===== src/rtl/marker_scan_ctrl.sv =====
`timescale 1ns/1ps
// marker_scan_ctrl: sequences one per-row marker detector and collects the best
// (lowest nt_probability) candidate of each active line into a show-ahead FIFO.
module marker_scan_ctrl #(
    parameter int unsigned H_ACTIVE = 1024,
    parameter int unsigned V_ACTIVE = 768,
    parameter int unsigned PROB_MAX = 50,
    parameter int unsigned DEPTH    = 4
) (
    input  logic        clk_in,
    input  logic        rst_in,
    input  logic        enable_in,
    input  logic [10:0] hcount_in,
    input  logic [9:0]  vcount_in,
    input  logic        det_done_in,
    input  logic [10:0] det_coord_in,
    input  logic [10:0] det_prob_in,
    output logic        det_rst_out,
    output logic        cand_valid_out,
    input  logic        cand_ready_in,
    output logic [10:0] cand_x_out,
    output logic [9:0]  cand_y_out,
    output logic [10:0] cand_prob_out,
    output logic [2:0]  fifo_count_out,
    output logic [7:0]  drop_count_out
);

    localparam int unsigned PtrW     = (DEPTH > 1) ? $clog2(DEPTH) : 1;
    localparam logic [10:0] HActive  = 11'(H_ACTIVE);
    localparam logic [9:0]  VActive  = 10'(V_ACTIVE);
    localparam logic [10:0] ProbMax  = 11'(PROB_MAX);
    localparam logic [2:0]  DepthC   = 3'(DEPTH);

    typedef enum logic [1:0] {
        StIdle = 2'd0,
        StScan = 2'd1
    } state_e;

    typedef struct packed {
        logic [10:0] x;
        logic [9:0]  y;
        logic [10:0] p;
    } entry_t;

    state_e            state_q, state_d;
    logic              best_valid_q, best_valid_d;
    logic [10:0]       best_coord_q, best_coord_d;
    logic [10:0]       best_prob_q, best_prob_d;
    logic [PtrW-1:0]   wr_ptr_q, wr_ptr_d;
    logic [PtrW-1:0]   rd_ptr_q, rd_ptr_d;
    logic [2:0]        count_q, count_d;
    logic [7:0]        drop_q, drop_d;
    entry_t            mem_q [DEPTH];
    entry_t            head;
    entry_t            push_entry;

    logic fs, active, capture, commit, push_req, push_ok, pop;

    assign fs      = (hcount_in == 11'd0) && (vcount_in == 10'd0);
    assign active  = (hcount_in < HActive) && (vcount_in < VActive);
    assign capture = (state_q == StScan) && active && det_done_in && (det_prob_in <= ProbMax);
    assign commit  = (state_q == StScan) && (hcount_in == HActive) && (vcount_in < VActive);

    assign push_req = commit && best_valid_q;
    assign pop      = cand_valid_out && cand_ready_in;
    // A full FIFO still accepts when the head leaves in the same cycle.
    assign push_ok  = push_req && ((count_q < DepthC) || pop);

    assign push_entry = '{x: best_coord_q, y: vcount_in, p: best_prob_q};
    assign head       = mem_q[rd_ptr_q];

    // Detector held in reset while idle, through blanking and at every line start.
    assign det_rst_out    = (state_q == StIdle) || !active || (hcount_in == 11'd0);
    assign cand_valid_out = (count_q != 3'd0);
    assign cand_x_out     = cand_valid_out ? head.x : 11'd0;
    assign cand_y_out     = cand_valid_out ? head.y : 10'd0;
    assign cand_prob_out  = cand_valid_out ? head.p : 11'd0;
    assign fifo_count_out = count_q;
    assign drop_count_out = drop_q;

    // Scan enable is only looked at on frame start.
    always_comb begin
        state_d = state_q;
        unique case (state_q)
            StIdle:  if (fs && enable_in)  state_d = StScan;
            StScan:  if (fs && !enable_in) state_d = StIdle;
            default: state_d = StIdle;
        endcase
    end

    // Best-candidate tracking, FIFO pointer/occupancy and drop counter updates.
    always_comb begin
        best_valid_d = best_valid_q;
        best_coord_d = best_coord_q;
        best_prob_d  = best_prob_q;
        wr_ptr_d     = wr_ptr_q;
        rd_ptr_d     = rd_ptr_q;
        count_d      = count_q;
        drop_d       = drop_q;

        // Strict less-than: a tie keeps the earlier candidate.
        if (capture && (!best_valid_q || (det_prob_in < best_prob_q))) begin
            best_valid_d = 1'b1;
            best_coord_d = det_coord_in;
            best_prob_d  = det_prob_in;
        end
        if (commit) begin
            best_valid_d = 1'b0;
        end

        if (push_ok) begin
            wr_ptr_d = wr_ptr_q + 1'b1;
        end
        if (pop) begin
            rd_ptr_d = rd_ptr_q + 1'b1;
        end
        unique case ({push_ok, pop})
            2'b10:   count_d = count_q + 3'd1;
            2'b01:   count_d = count_q - 3'd1;
            default: count_d = count_q;
        endcase

        if (push_req && !push_ok && (drop_q != 8'hFF)) begin
            drop_d = drop_q + 8'd1;
        end
    end

    // Control and status registers with synchronous reset.
    always_ff @(posedge clk_in) begin
        if (rst_in) begin
            state_q      <= StIdle;
            best_valid_q <= 1'b0;
            best_coord_q <= 11'd0;
            best_prob_q  <= 11'd0;
            wr_ptr_q     <= '0;
            rd_ptr_q     <= '0;
            count_q      <= 3'd0;
            drop_q       <= 8'd0;
        end else begin
            state_q      <= state_d;
            best_valid_q <= best_valid_d;
            best_coord_q <= best_coord_d;
            best_prob_q  <= best_prob_d;
            wr_ptr_q     <= wr_ptr_d;
            rd_ptr_q     <= rd_ptr_d;
            count_q      <= count_d;
            drop_q       <= drop_d;
        end
    end

    // FIFO storage; contents need no reset since occupancy gates the outputs.
    always_ff @(posedge clk_in) begin
        if (!rst_in && push_ok) begin
            mem_q[wr_ptr_q] <= push_entry;
        end
    end

endmodule


===== config.mk =====
export PLATFORM = sky130hd
export DESIGN_NAME = marker_scan_ctrl
export DESIGN_NICKNAME = d
export VERILOG_FILES = /design/src/rtl/marker_scan_ctrl.sv
export SDC_FILE = /design/constraint.sdc
export NUM_CORES = 1
export LEC_CHECK = 0
export CAP_MARGIN = 5
export CORE_MARGIN = 1.5
export CORE_UTILIZATION = 35
export DETAILED_ROUTE_END_ITERATION = 7
export GPL_ROUTABILITY_DRIVEN = 0
export PLACE_DENSITY_LB_ADDON = 0.15
export SYNTH_ARGS = -nofsm -noshare
export SYNTH_HDL_FRONTEND = slang
export SYNTH_SLANG_ARGS = --single-unit

===== constraint.sdc =====
create_clock -name clk_in -period 7.6 [get_ports clk_in]
set_input_delay 1.9 -clock clk_in [delete_from_list [all_inputs] [get_ports clk_in]]
set_output_delay 1.9 -clock clk_in [all_outputs]
set_load 0.03 [all_outputs]

==> run_results.csv <==
group,metric,value,unit
floorplanning,dieArea,0.0210,mm2
worst_setup_path,critPathMaxFanout,5,
pwr,p_switching,344,uW
floorplanning,num_rows,51,
finish,multiInputGateArea,0.00222,mm2
worst_setup_path,start_kind,"primary input",
cts,insertion_delay,0.42,ns
worst_hold_path,min-delay-start,"state_q[0]",
worst_setup_path,max_stage_delay,0.68,ns
pwr,seqPwrFrac,55.2,%
worst_setup_path,rrSetupSlack,4.83,ns
sta,max_slew_margin,37.3,%
yosys,yosysWarningCount,0,
cts,cts.clk_slew.worst_paths,0.06,ns
grt,grt_util_all_layers,14.9,%
yosys,syn_nets,511,
worst_setup_path,endpoint_kind,"output port",
yosys,avgSynthCellArea,15.8,um2
cts,cts_setup_buffers,0,
worst_setup_path,arrival,3.80,ns
cts,cts_root_buf,"clkbuf_16",
sta,fin_crit_sh,75.0,%
status,outcome,"finished clean",
worst_hold_path,hold_class,"reg2reg",
cts,h-tree-depth,4,
yosys,synthFlopType,"edfxtp_1",
floorplanning,fp.dieH,145,um
cts,cts_tree,"yes",
pwr,p_clk_share,42.1,%
worst_setup_path,cpMostUsedCell,"clkdlybuf4s50_1",
worst_setup_path,r2r-end,"mem_q[0][24]",
run,cap_violations,0,
route,drtIter0Drc,132,
worst_setup_path,cp.required,5.70,ns
cts,cts_buffer_depth,2,
finish,antenna_cells,0,
floorplanning,core_area,0.0196,mm2
sta,rsz0062_at_grt,"no",
yosys,synth_cells,446,
yosys,synthArstFlopShare,0,%
yosys,synthDistinctLibCells,44,
route,wl_per_cell,17.4,um
worst_setup_path,crit_chain,"clkdlybuf4s50_1 -> nor4_2 -> nand3_2 -> nand3b_1 -> clkdlybuf4s50_1",
sta,worst_pin_slew,0.940,ns
place,io_buffers,92,
route,vias_per_cell,4.86,
grt,grt_pass1_vias,4160,
cts,tritoncts.num_buffers,17,
yosys,synth.largest_area_cell,"edfxtp_1",
route,antenna_left,0,
cts,clock-sinks,169,
route,vias,3977,
finish,nFillCells,1756,
worst_setup_path,slowest_stage,"clkdlybuf4s50_1",
route,drt_pass1_iterations,4,
worst_setup_path,ff2ff_path_depth,5,
sta,finalMaxSlewViolations,0,
worst_setup_path,cp.depth,5,
cts,hold_buffers,0,
yosys,synth-seq-cells,169,
sta,fmaxAchievable,176,MHz
pwr,swShare,19.3,%
route,drt_wl_total,14200,um
pwr,p_per_area,204,mW/mm2
grt,grt_pass1_wl,22400,um
pwr,internal-power,1440,uW
finish,drive_above_1_share,13.2,%
grt,antenna_found_initial,0,
yosys,synth_edf_count,128,
worst_setup_path,startpoint,"hcount_in[1]",
floorplanning,ios,93,
floorplanning,die_x,145,um
place,place_inst,788,
yosys,synth_area_leaders,"edfxtp_1 55%, dfxtp_1 12%, mux4_2 10%",
finish,regArea,0.00467,mm2
place,dp_hpwl,8880,um
sta,fin_worst_skew,0.00748,ns
sta,setup_viol,0,
finish,syn_to_final_growth,24.0,%
worst_setup_path,crit_end,"det_rst_out",
floorplanning,initial_core_util,35.9,%
route,drc,0,
worst_setup_path,critical_path.top_delay_family,"buffers and inverters",
worst_setup_path,critPathKind,"in2out",
yosys,synth.top_cell.area_share,54.6,%
sta,tns,0,ns
finish,final_cells,819,
sta,period_needed,5.70,ns
pwr,p_leak,0.00293,uW
grt,grt_max_degree,59,
worst_setup_path,critPathBufInv,2,
finish,finalNetCount,607,
sta,hold_viol_final,0,
yosys,syn_area,0.00704,mm2
worst_setup_path,r2r_start,"state_q[0]",
pwr,comb_power_share,2.7,%
cts,cts_resized,0,
pwr,irDropWorstVdd,0.175,mV
yosys,ys_seq_area_share,66.2,%
grt,overflow,0,
metrics by stage:
step / total power, uW / hold slack [ns] / utilization (%) / setup slack (ns) / cell area, um2
after floorplan: 1020 / 0.450 / - / 2.96 / 7040
after global placement: 1050 / 0.462 / 42.0 / 1.89 / 8220
after detailed placement: 1050 / 0.473 / 42.0 / 1.88 / 8220
after CTS: 1800 / 0.482 / 44.6 / 1.88 / 8730
after global routing: 1840 / 0.514 / 44.6 / 1.77 / 8730
final: 1780 / 0.482 / 44.6 / 1.90 / 8730
power by group through the flow:
stage / clock [uW] / combinational [uW] / sequential [uW]
6_report: 751 / 48.4 / 983
5_1_grt: 805 / 53.4 / 983
4_1_cts: 771 / 49.6 / 983
3_5_place_dp: 0 / 49.2 / 1000
3_3_place_gp: 0 / 48.9 / 1000
2_1_floorplan: 0 / 14.2 / 1000
placed cells by master (no fill, tap or decap), types with 3 or more instances in the layout:
cell type and n:
nor3_1 13, clkdlybuf4s50_1 91, dfxtp_1 39, buf_4 4, o21ai_0 3, nand2_1 8
clkinv_1 4, clkinv_2 3, edfxtp_1 128, inv_1 16, mux2i_1 21, nor4_1 3
nor2_1 18, xor2_1 3, and2_1 34, ha_1 16, nand2b_1 36, a211oi_1 3
clkbuf_16 17, mux4_2 32, xnor2_1 3, nand3b_1 3, nand3_1 7, a21oi_1 9
and2_2 4, nor4_2 3
tightest hold or removal path: stages, from the launching register on:
cell     delay [ns]
dfxtp_1        0.31
o21ai_0        0.07
a21oi_1        0.06
Yosys cell counts (all sizes together), types with 2 or more instances:
cell    instances
nand3b          3
edfxtp        128
clkbuf         12
nor4            7
inv            16
or3             2
a21oi           9
nand2           8
mux4           32
nand2b         36
ha             16
nand3           8
nor2           18
and3            2
dfxtp          41
a211oi          3
mux2i          21
nor3           13
buf             7
and2           38
o21ai           4
xor2            3
and4            2
a311oi          2
xnor2           3
area by class of cell:
class                   instances  area share, %
clock inverters                10          0.616
inverters                      16          0.688
flip-flops and latches        169           53.4
repair buffers                 96           10.8
multi-input cells             242           25.4
well taps                     265           3.80
clock buffers                  21           5.27
how the worst min path moves through the flow:
stage | endpoint | depth (start not counted) | slack, ns
after floorplan | state_q[0] | 2 | 0.45
after global placement | state_q[0] | 2 | 0.46
after detailed placement | state_q[0] | 2 | 0.47
after CTS | state_q[0] | 2 | 0.48
after global routing | state_q[0] | 2 | 0.51
final | state_q[0] | 2 | 0.48
logic make-up (layout without fill, tap and decap cells):
family	Yosys count	count (layout)	synth area share, %
buffers and inverters	35	143	2.36
xor gates and xnor gates	6	6	0.746
adders and majority gates	17	17	3.13
AOI/OAI and AO/OA	24	24	2.17
and+or+nand+nor	142	142	12.1
muxes	53	53	13.2
DFF	169	169	66.2
state kept, by name (all words and copies together), names as in the netlist, named ones only:
register / cells
drop_count_out: 8
mem_q: 128
fifo_count_out: 3
rd_ptr_q: 2
best_valid_q: 1
wr_ptr_q: 2
best_coord_q: 11
best_prob_q: 11
state_q: 1
layer usage:
| layer | vias to the layer above | part of all wire, % | GRT usage, % |
|---|---|---|---|
| met5 | - | 0 | 0 |
| met4 | 0 | 1.8 | 6.49 |
| met3 | 18 | 4.0 | 3.59 |
| met2 | 96 | 51 | 25.3 |
| met1 | 1986 | 43 | 17.9 |
| li1 | 1877 | - | - |
No activity file was read; power rests on OpenSTA's default activity.
